<file path="src/rtl/sync_fifo_pkg.sv">
// Shared constants for the single-clock FIFO and its benches.
package sync_fifo_pkg;

  function automatic int unsigned depth_of(input int unsigned addr_size);
    return 32'd1 << addr_size;
  endfunction

  localparam int unsigned DATA_WIDTH = 8;
  localparam int unsigned ADDR_SIZE  = 4;
  localparam int unsigned DEPTH      = depth_of(ADDR_SIZE);
  localparam int unsigned CNT_W      = ADDR_SIZE + 1;
  localparam logic [DATA_WIDTH-1:0] DATA_RST = '0;

endpackage

</file>
<file path="src/rtl/sync_fifo_mem.sv">
// Dual-port storage array for sync_fifo_top: synchronous write, asynchronous read.
module sync_fifo_mem
  import sync_fifo_pkg::*;
#(
  parameter int Data_Width = 8,
  parameter int Addr_Size  = 4
) (
  input  logic                  clk_i,
  input  logic                  we_i,
  input  logic [Addr_Size-1:0]  waddr_i,
  input  logic [Data_Width-1:0] wdata_i,
  input  logic [Addr_Size-1:0]  raddr_i,
  output logic [Data_Width-1:0] rdata_o
);

  localparam int Depth = int'(depth_of(Addr_Size));

  logic [Data_Width-1:0] mem_q [Depth];

  // NOTE: storage has no reset; pointers and count define validity, so clearing the array buys nothing.
  always_ff @(posedge clk_i) begin
    if (we_i) mem_q[waddr_i] <= wdata_i;
  end

  assign rdata_o = mem_q[raddr_i];

endmodule

</file>
<file path="src/rtl/sync_fifo_top.sv">
// Single-clock FIFO with fill count, programmable almost flags and sticky errors.
// Define SYNC_FIFO_FWFT_EN for first-word-fall-through output; default is registered output.
module sync_fifo_top
  import sync_fifo_pkg::*;
#(
  parameter int Data_Width = DATA_WIDTH,
  parameter int Addr_Size  = ADDR_SIZE
) (
  input  logic                  I_CLK,
  input  logic                  I_RST,
  input  logic                  I_W_INC,
  input  logic [Data_Width-1:0] I_Data,
  input  logic                  I_R_INC,
  input  logic [Addr_Size:0]    I_AF_Thr,
  input  logic [Addr_Size:0]    I_AE_Thr,
  input  logic                  I_Clr_Err,
  output logic [Data_Width-1:0] O_Data,
  output logic                  FIFO_Full,
  output logic                  FIFO_Empty,
  output logic                  O_Almost_Full,
  output logic                  O_Almost_Empty,
  output logic [Addr_Size:0]    O_Count,
  output logic                  O_Overflow,
  output logic                  O_Underflow
);

  localparam int Cnt_W = Addr_Size + 1;
  localparam logic [Cnt_W-1:0] DepthCnt = Cnt_W'(depth_of(Addr_Size));

  logic [Addr_Size-1:0]  wr_ptr_q, wr_ptr_d, rd_ptr_q, rd_ptr_d;
  logic [Cnt_W-1:0]      count_q, count_d;
  logic [Data_Width-1:0] data_q, data_d, mem_rdata;
  logic                  ovf_q, ovf_d, udf_q, udf_d;
  logic                  full, empty, wr_acc, rd_acc;

  // NOTE: every always_comb output gets a default first so no path can infer a latch.
  always_comb begin
    full     = (count_q == DepthCnt);
    empty    = (count_q == '0);
    // A full FIFO still takes a write when a read frees the slot in the same cycle.
    wr_acc   = I_W_INC & (~full | I_R_INC);
    rd_acc   = I_R_INC & ~empty;
    wr_ptr_d = wr_acc ? wr_ptr_q + Addr_Size'(1) : wr_ptr_q;
    rd_ptr_d = rd_acc ? rd_ptr_q + Addr_Size'(1) : rd_ptr_q;
    count_d  = count_q;
    case ({wr_acc, rd_acc})
      2'b10:   count_d = count_q + Cnt_W'(1);
      2'b01:   count_d = count_q - Cnt_W'(1);
      default: count_d = count_q;
    endcase
    data_d   = rd_acc ? mem_rdata : data_q;
    ovf_d    = (ovf_q & ~I_Clr_Err) | (I_W_INC & ~wr_acc);
    udf_d    = (udf_q & ~I_Clr_Err) | (I_R_INC & ~rd_acc);
  end

  // NOTE: state registers use non-blocking assignments so every flop samples pre-edge values.
  always_ff @(posedge I_CLK or negedge I_RST) begin
    if (!I_RST) begin
      wr_ptr_q <= '0;
      rd_ptr_q <= '0;
      count_q  <= '0;
      data_q   <= Data_Width'(DATA_RST);
      ovf_q    <= 1'b0;
      udf_q    <= 1'b0;
    end else begin
      wr_ptr_q <= wr_ptr_d;
      rd_ptr_q <= rd_ptr_d;
      count_q  <= count_d;
      data_q   <= data_d;
      ovf_q    <= ovf_d;
      udf_q    <= udf_d;
    end
  end

  sync_fifo_mem #(
    .Data_Width (Data_Width),
    .Addr_Size  (Addr_Size)
  ) u_mem (
    .clk_i   (I_CLK),
    .we_i    (wr_acc),
    .waddr_i (wr_ptr_q),
    .wdata_i (I_Data),
    .raddr_i (rd_ptr_q),
    .rdata_o (mem_rdata)
  );

`ifdef SYNC_FIFO_FWFT_EN
  // Head entry is visible while non-empty; data_q keeps the last consumed word for the empty case.
  assign O_Data = empty ? data_q : mem_rdata;
`else
  assign O_Data = data_q;
`endif

  assign FIFO_Full      = full;
  assign FIFO_Empty     = empty;
  assign O_Almost_Full  = (count_q >= I_AF_Thr);
  assign O_Almost_Empty = (count_q <= I_AE_Thr);
  assign O_Count        = count_q;
  assign O_Overflow     = ovf_q;
  assign O_Underflow    = udf_q;

endmodule
</file>
<file path="config.mk">
export PLATFORM = sky130hd
export DESIGN_NAME = sync_fifo_top
export DESIGN_NICKNAME = d
export VERILOG_FILES = /design/src/rtl/sync_fifo_pkg.sv /design/src/rtl/sync_fifo_mem.sv /design/src/rtl/sync_fifo_top.sv
export SDC_FILE = /design/constraint.sdc
export NUM_CORES = 1
export LEC_CHECK = 0
export CORE_MARGIN = 1.5
export CORE_UTILIZATION = 63
export DETAILED_ROUTE_END_ITERATION = 12
export PLACE_DENSITY = 0.84
export SYNTH_ARGS = -nofsm -noshare
export SYNTH_HDL_FRONTEND = slang
export SYNTH_SLANG_ARGS = --single-unit
</file>
<file path="constraint.sdc">
create_clock -name I_CLK -period 4 [get_ports I_CLK]
set_input_delay 0.8 -clock I_CLK [delete_from_list [all_inputs] [get_ports I_CLK]]
set_output_delay 0.8 -clock I_CLK [all_outputs]
set_load 0.02 [all_outputs]
</file>
Word level (Yosys, flattened, before mapping)
Memory sizes are Yosys's and may differ from the RTL's. A register that Yosys moved wholly into a read port is not among the register bits. Cells that the tools add are included.

Add/sub/neg operators: 4. $lt $le $gt $ge: 2. Equal/unequal tests: 3. Mux-type cells: 3. Bitwise gates (word level): 14. Reductions and logical operators: 3.

Operator list (number): 5-bit one-hot mux with 2 select lines (1); 4-bit by 1-bit adder with 4-bit output, second input constant (2); 1-bit bitwise AND (6); 5-bit by 1-bit adder with 5-bit output, second input constant (1); 5-bit == test, second input constant (1); 5-bit >= comparator (1); 5-bit less-or-equal comparator (1); 5-bit logical NOT (1); 1-bit NOT (5); 5-bit by 1-bit subtractor with 5-bit output, second input constant (1); 1-bit OR (3); 2-bit by 1-bit == test with 1-bit output, second input constant (1); 2-bit == test, second input constant (1); 1-bit two-way mux (2); 2-bit nonzero test (1); 1-bit logical NOT (1).

Flip-flop bits (word level): 15. RAM bits: 128. Input bits: 23. Output and inout port bits: 19. Memories kept: 1.

Memories: u_mem.mem_q (depth 16, width 8, rd ports 1, clocked after memory_dff 1, wr ports 1, line sync_fifo_mem.sv:18) `logic [Data_Width-1:0] mem_q [Depth];`.

Logic depth before layout (Yosys ltp)
Gate-level depths: netlist of run 1.

Word-level depth: 7. Gate-level depth with buffers: 11.

Hierarchy
Synthesis of run 1 repeated with hierarchy kept, for this count alone.

Cell total of the unflattened synthesis: 347. Area total of the unflattened synthesis: 6342.3 um^2.

Modules (own cells, without submodules): sync_fifo_mem (instances 1, cells an instance 221, area each 4987.3 um^2, seq. area each 3843.7 um^2); sync_fifo_top (instances 1, cells an instance 126, area each 1355.0 um^2, seq. area each 575.6 um^2).

Least setup slack after synthesis of run 1
OpenSTA, ideal clock, no wires.

Path kind: flip-flop to flip-flop. Start point: reg count_q[0] (netlist: O_Count[0]). End point: reg count_q[4] (netlist: O_Count[4]). Setup time: 0.135 ns. Arrival: 2.688 ns. Data required time: 3.865 ns. Setup slack: 1.177 ns. Stages on the path, launching flop included: 12. Buffers on the path: 0. Period minus slack after synthesis: 2.823 ns. Cells stage by stage: dfrtp_1 nor4_2 and2b_1 nand2b_4 inv_2 ha_1 fa_1 a21o_1 a21oi_1 xor2_1 nor2_1 xor2_1.

Elaborated cells between the ends (all ways): 13. Those cells by class: add/sub (2); eq/ne (3); mux (1); bitwise (5); reduce/logical (2).

RTL lines: start, declared (line sync_fifo_top.sv:31) `logic [Cnt_W-1:0] count_q, count_d;`; start signal, assigned (line sync_fifo_top.sv:68) `count_q <= count_d;`; 5-bit logical NOT (*) (line sync_fifo_top.sv:39) `empty = (count_q == '0);`; named net FIFO_Empty (line sync_fifo_top.sv:19) `output logic FIFO_Empty,`; 1-bit NOT (*) (line sync_fifo_top.sv:42) `rd_acc = I_R_INC & ~empty;`; 1-bit bitwise AND (*) (line sync_fifo_top.sv:42); named net rd_acc (line sync_fifo_top.sv:34) `logic full, empty, wr_acc, rd_acc;`; 2-bit by 1-bit == test with 1-bit output or 2-bit == test (tied branches) (line sync_fifo_top.sv:46) `case ({wr_acc, rd_acc})`; 5-bit one-hot mux with 2 select lines or 2-bit nonzero test (tied branches).

The timed path passes the listed nets; every way through them passes the cells marked *. A chain may end at the register's enable or synchronous reset.

Worst setup path in the final report of run 1
Start point: in I_AE_Thr[1]. End point: out O_Almost_Empty.

Longest elaborated chain between the ends: 1.

RTL lines: start, declared (line sync_fifo_top.sv:15) `input logic [Addr_Size:0] I_AE_Thr,`; 5-bit less-or-equal comparator (line sync_fifo_top.sv:97) `assign O_Almost_Empty = (count_q <= I_AE_Thr);`; end, declared (line sync_fifo_top.sv:21) `output logic O_Almost_Empty,`.

No other way between the ends.

==> results.json, run 1 <==
{
  "outcome": "complete, no violations",
  "finalHoldViolations": 0,
  "finalSetupViolCount": 0,
  "syn_nets": 381,
  "required_ns": 3.20,
  "p_total_mw": 5.373,
  "crit_arrival_ns": 2.79,
  "die_y_um": 103.4,
  "rsz0062_at_grt": "no",
  "grt_max_degree": 34,
  "cp_num_buf_inv": 3,
  "n_antenna_cell": 0,
  "drtPass1Iterations": 5,
  "clkLatencyLatePin_ns": 0.52,
  "synth_warnings": 0,
  "io_buffers": 41,
  "cts_resized": 0,
  "cts_setup_buffers": 0,
  "layout-drive-gt1-share_pct": 20.75,
  "cp-end-kind": "output port",
  "wire_per_inst_um": 24.05,
  "vias_per_cell": 6.084,
  "vias": 3243,
  "cp_common_cell": "clkdlybuf4s50_1",
  "io_pins": 42,
  "grt_pass1_vias": 3355,
  "hold_class": "reg -> reg",
  "final.setup.tns_ns": 0,
  "worst_slack_ns": 0.4130,
  "p_leak_nw": 2.633,
  "cts_buffers": 17,
  "ys_seq_elements": 151,
  "ys_seq_area_share_pct": 69.60,
  "ir_drop_mv": 0.3775,
  "rows": 36,
  "maxSlewHeadroom_pct": 23.96,
  "start_util_pct": 64.96,
  "ant_nets": 0,
  "syn-cell-area_um2": 6350,
  "critPathKind": "in -> out",
  "num-nets-final": 430,
  "fmax_ghz": 0.2788,
  "grt_pass1_wl_um": 18980,
  "core_um2": 9774,
  "path_cells": "clkdlybuf4s50_1 -> inv_1 -> ha_1 -> nor2b_1 -> o21a_1 -> o21ai_0 -> nand2_1 -> o211ai_1 -> clkdlybuf4s50_1",
  "cts_tree": "done",
  "track_usage_pct": 26.26,
  "startpoint_type": "primary input",
  "antenna_found_initial": 0,
  "syn_inst": 338,
  "clock_sinks": 151,
  "powerDensity_nw_per_um2": 724.6,
  "cap_violations": 0,
  "drc": 0,
  "fin_crit_ns": 3.587,
  "grt-ovfl-total": 0,
  "drt_iter0_markers": 267,
  "timing.final.crit_share_pct": 89.67,
  "place_ws_ns": 0.4021,
  "root_buffer": "clkbuf_8",
  "path_max_fanout": 2,
  "critPathTopFamily": "buffers and inverters",
  "yosys.cell_types.count": 39,
  "gp_congestion": 0.7664,
  "synth.avg_cell_area_um2": 18.79,
  "cts_htree_levels": 4,
  "clockBufferDepth": 2,
  "fp.dieW_um": 103.4,
  "wl_um": 12820,
  "fin_util_pct": 75.86,
  "slew_violations": 0,
  "slowest_stage": "clkdlybuf4s50_1",
  "clk_pin_slew_ns": 0.06,
  "worstMarginPinSlew_ns": 1.137,
  "dieArea_um2": 10690,
  "worst_hold_slack_ns": 0.5048,
  "ctsHoldBuffers": 0,
  "area_growth_pct": 16.77,
  "hpwl_um": 7788,
  "slowest_delay_ns": 0.62,
  "clock_skew_ns": 0.007203
}
stage by stage:
step | instance area, um2 | cells
after floorplan | 6350 | 338
after global placement | 6848 | 501
after detailed placement | 6848 | 501
after CTS | 7415 | 533
after global routing | 7415 | 533
final | 7415 | 533
worst paths after layout:
| path | start | cells past startpoint | to | slack, ns |
|---|---|---|---|---|
| min reg2reg | O_Overflow$_DFF_PN0_ | 1 | O_Overflow$_DFF_PN0_ | 0.50 |
| min in group asynchronous | I_RST | 1 | O_Underflow$_DFF_PN0_ | 0.89 |
| max | I_AE_Thr[1] | 9 | O_Almost_Empty | 0.41 |
| max reg2reg | O_Count[0]$_DFFE_PN0P_ | 11 | O_Count[4]$_DFFE_PN0P_ | 0.99 |
| min | O_Overflow$_DFF_PN0_ | 1 | O_Overflow$_DFF_PN0_ | 0.50 |
| max in group asynchronous | I_RST | 1 | rd_ptr_q[3]$_DFFE_PN0P_ | 2.35 |
flip-flops by register name, summed over array words and instances, names as in the netlist:
name / flops
rd_ptr_q: 4
O_Count: 5
O_Data: 8
O_Underflow: 1
u_mem.mem_q: 128
O_Overflow: 1
wr_ptr_q: 4
routing by layer:
metal | track usage [%] | part of all wire, % | vias up
met4 | 8.940 | 1.8 | 0
met2 | 45.10 | 53 | 120
met5 | 0 | 0 | -
met1 | 33.38 | 39 | 1677
met3 | 6.048 | 6.5 | 20
li1 | - | - | 1426
layout by cell type, fill, tap and decap left out, drive strengths merged:
master	n
a21o	2
a21oi	4
a22o	2
and2	16
and2b	1
and3	1
and4	1
buf	2
bufinv	2
clkbuf	18
clkdlybuf4s50	41
clkinv	5
clkinvlp	3
dfrtp	23
edfxtp	128
fa	1
ha	19
inv	19
mux2	1
mux2i	16
mux4	32
nand2	20
nand2b	3
nand4	2
nor2	5
nor2b	2
nor3	1
nor3b	2
nor4	1
o211ai	1
o21a	2
o21ai	5
o221ai	8
xnor2	8
xor2	3
Yosys cell counts, drive strengths merged:
master | number | share of area, %
mux4 | 32 | 11
and3 | 1 | 0.18
and2 | 16 | 1.6
and2b | 1 | 0.12
xor2 | 3 | 0.41
o211ai | 1 | 0.12
fa | 1 | 0.32
o221ai | 8 | 1.9
xnor2 | 8 | 1.1
buf | 10 | 1.3
nor3 | 1 | 0.079
nand2b | 3 | 0.45
a21o | 2 | 0.24
nor4 | 1 | 0.20
a22o | 2 | 0.28
mux2 | 1 | 0.18
nand2 | 20 | 1.2
nand4 | 2 | 0.20
clkbuf | 3 | 0.20
o21a | 2 | 0.26
nor3b | 2 | 0.24
mux2i | 16 | 2.5
a21oi | 4 | 0.32
nor2 | 5 | 0.30
ha | 19 | 3.7
edfxtp | 128 | 61
dfrtp | 23 | 9.1
and4 | 1 | 0.14
nor2b | 2 | 0.20
inv | 15 | 0.89
o21ai | 5 | 0.39
kinds of logic (layout without fill, tap and decap cells):
logic type | Yosys count | in the layout | share of synthesized area, %
flops | 151 | 151 | 69.60
simple gates | 55 | 55 | 4.887
mux | 49 | 49 | 14.05
buf+inv | 28 | 90 | 2.404
compound gates | 24 | 24 | 3.488
fa+ha+maj | 20 | 20 | 4.059
xor+xnor | 11 | 11 | 1.517
cell type report:
cell class | instances | area, um2
sequential | 151 | 4422
timing repair buffer | 43 | 425.4
clock buffer | 18 | 417.9
multi-input combinational | 159 | 1778
tap | 133 | 166.4
clock inverter | 14 | 148.9
fill | 544 | 2360
inverter | 15 | 56.30
power by group:
| group | internal [mW] | switching (mW) |
|---|---|---|
| combinational | 0.823 | 0.713 |
| clock | 0.892 | 0.629 |
| sequential | 1.96 | 0.360 |
| total | 3.67 | 1.70 |
No activity file was read; power rests on OpenSTA's default activity.
==> inputs of run 2 (changes only) <==
Settings changed: REMOVE_ABC_BUFFERS from default to 1.
==> results.json, run 2 (synthesized netlist as in run 1, its figures left out) <==
{
  "cp-end-kind": "output port",
  "cts_setup_buffers": 0,
  "clock_skew_ns": 0.01039,
  "cap_violations": 0,
  "rows": 36,
  "cts_htree_levels": 4,
  "r2r_cells": 11,
  "r2r-end": "O_Count[4]$_DFFE_PN0P_",
  "clk_pin_slew_ns": 0.07,
  "final_common_cell": "edfxtp_1",
  "startpoint_type": "primary input",
  "antenna_found_initial": 0,
  "fmax_ghz": 0.2779,
  "track_usage_pct": 25.59,
  "hold_class": "reg -> reg",
  "vias": 3221,
  "maxSlewHeadroom_pct": 22.28,
  "outcome": "complete, no violations",
  "cp-startpoint": "I_AE_Thr[1]",
  "cts_tree": "done",
  "required_ns": 3.20,
  "critPathKind": "in -> out",
  "ant_nets": 0,
  "nFillCells": 541,
  "clkLatencyLatePin_ns": 0.52,
  "regMostFlops": "u_mem.mem_q",
  "hpwl_um": 7516,
  "start_util_pct": 64.96,
  "vias_per_cell": 6.043,
  "fp.dieW_um": 103.4,
  "powerDensity_nw_per_um2": 745.0,
  "clock_sinks": 151,
  "p_leak_nw": 2.680,
  "p_total_mw": 5.587,
  "layout-drive-gt1-share_pct": 20.75,
  "wire_per_inst_um": 23.11,
  "core_um2": 9774,
  "drc": 0,
  "timing.final.crit_share_pct": 89.96,
  "rrSetupSlack_ns": 1.03,
  "fin_util_pct": 76.73,
  "grt_pass1_wl_um": 18930,
  "worstReg2RegStart": "O_Count[0]$_DFFE_PN0P_",
  "largest_reg_flops": 128,
  "path_max_fanout": 2,
  "slew_violations": 0,
  "final.setup.tns_ns": 0,
  "grt_pass1_vias": 3337,
  "clockBufferDepth": 2,
  "ctsHoldBuffers": 0,
  "final_cell_mix": "128 x edfxtp_1, 41 x clkdlybuf4s50_1, 32 x mux4_2, 22 x dfrtp_1",
  "worstMarginPinSlew_ns": 1.166,
  "endpoint": "O_Almost_Empty",
  "cts_resized": 0,
  "crit_arrival_ns": 2.80,
  "io_pins": 42,
  "num-nets-final": 430,
  "cts_buffers": 17,
  "root_buffer": "clkbuf_8",
  "die_y_um": 103.4,
  "drt_iter0_markers": 243,
  "ir_drop_mv": 0.4131,
  "fin_crit_ns": 3.598,
  "rsz0062_at_grt": "no",
  "grt_max_degree": 27,
  "n_antenna_cell": 0,
  "finalSetupViolCount": 0,
  "wl_um": 12320,
  "finalHoldViolations": 0,
  "dieArea_um2": 10690,
  "grt-ovfl-total": 0,
  "gp_congestion": 0.7758,
  "area_growth_pct": 18.11,
  "io_buffers": 41,
  "drtPass1Iterations": 5
}
[run 2: critical path, cell delays in order]
cell and delay (ns):
clkdlybuf4s50_1 0.45, inv_1 0.04, ha_1 0.29, nor2b_1 0.13
o21a_1 0.16, o21ai_0 0.15, nand2_1 0.07, o211ai_1 0.08
clkdlybuf4s50_1 0.63
[run 2: through the flow]
step | setup WS, ns | cells | hold WS, ns | area, um2
floorplan | 1.104 | 325 | 0.5001 | 6254
global placement | 0.4599 | 501 | 0.4799 | 6847
detailed placement | 0.4111 | 501 | 0.4886 | 6847
CTS | 0.3919 | 533 | 0.5117 | 7500
global route | 0.2810 | 533 | 0.5296 | 7500
finish | 0.4016 | 533 | 0.5138 | 7500
[run 2: how the worst min path moves through the flow]
stage	cells past startpoint	to	from
3_5_place_dp	2	O_Data[2]$_DFFE_PN0P_	O_Data[2]$_DFFE_PN0P_
5_1_grt	1	O_Underflow$_DFF_PN0_	O_Underflow$_DFF_PN0_
3_3_place_gp	2	O_Data[2]$_DFFE_PN0P_	O_Data[2]$_DFFE_PN0P_
6_report	2	O_Data[4]$_DFFE_PN0P_	O_Data[4]$_DFFE_PN0P_
2_1_floorplan	0	O_Count[0]$_DFFE_PN0P_	I_RST
4_1_cts	2	O_Data[4]$_DFFE_PN0P_	O_Data[4]$_DFFE_PN0P_
[run 2: metal layers]
metal / vias to the layer above / global-route usage, % / routed length, um
met5: - / 0 / 0
met4: 0 / 8.420 / 204
met3: 22 / 5.847 / 779
met2: 123 / 41.03 / 6318
met1: 1648 / 35.55 / 5016
li1: 1428 / - / -
[run 2: cell type report]
cell class	instances	area [um2]	area share, %
Clock buffer	17	414.1	5.522
Tap cell	133	166.4	2.219
Timing Repair Buffer	43	425.4	5.672
Clock inverter	15	239.0	3.187
Multi-Input combinational cell	159	1778	23.71
Sequential cell	151	4420	58.94
Inverter	15	56.30	0.7508
[run 2: where the power goes]
group / leakage, nW / switching, mW / internal, mW
Combinational: 0.928 / 0.762 / 0.817
Clock: 0.317 / 0.660 / 1.09
Sequential: 1.44 / 0.299 / 1.96
==> inputs of run 3 (changes only) <==
Settings changed: REMOVE_ABC_BUFFERS 1 to default.
==> results of run 3 <==
The final DEF is identical to that of run 1; final timing and power are the same.
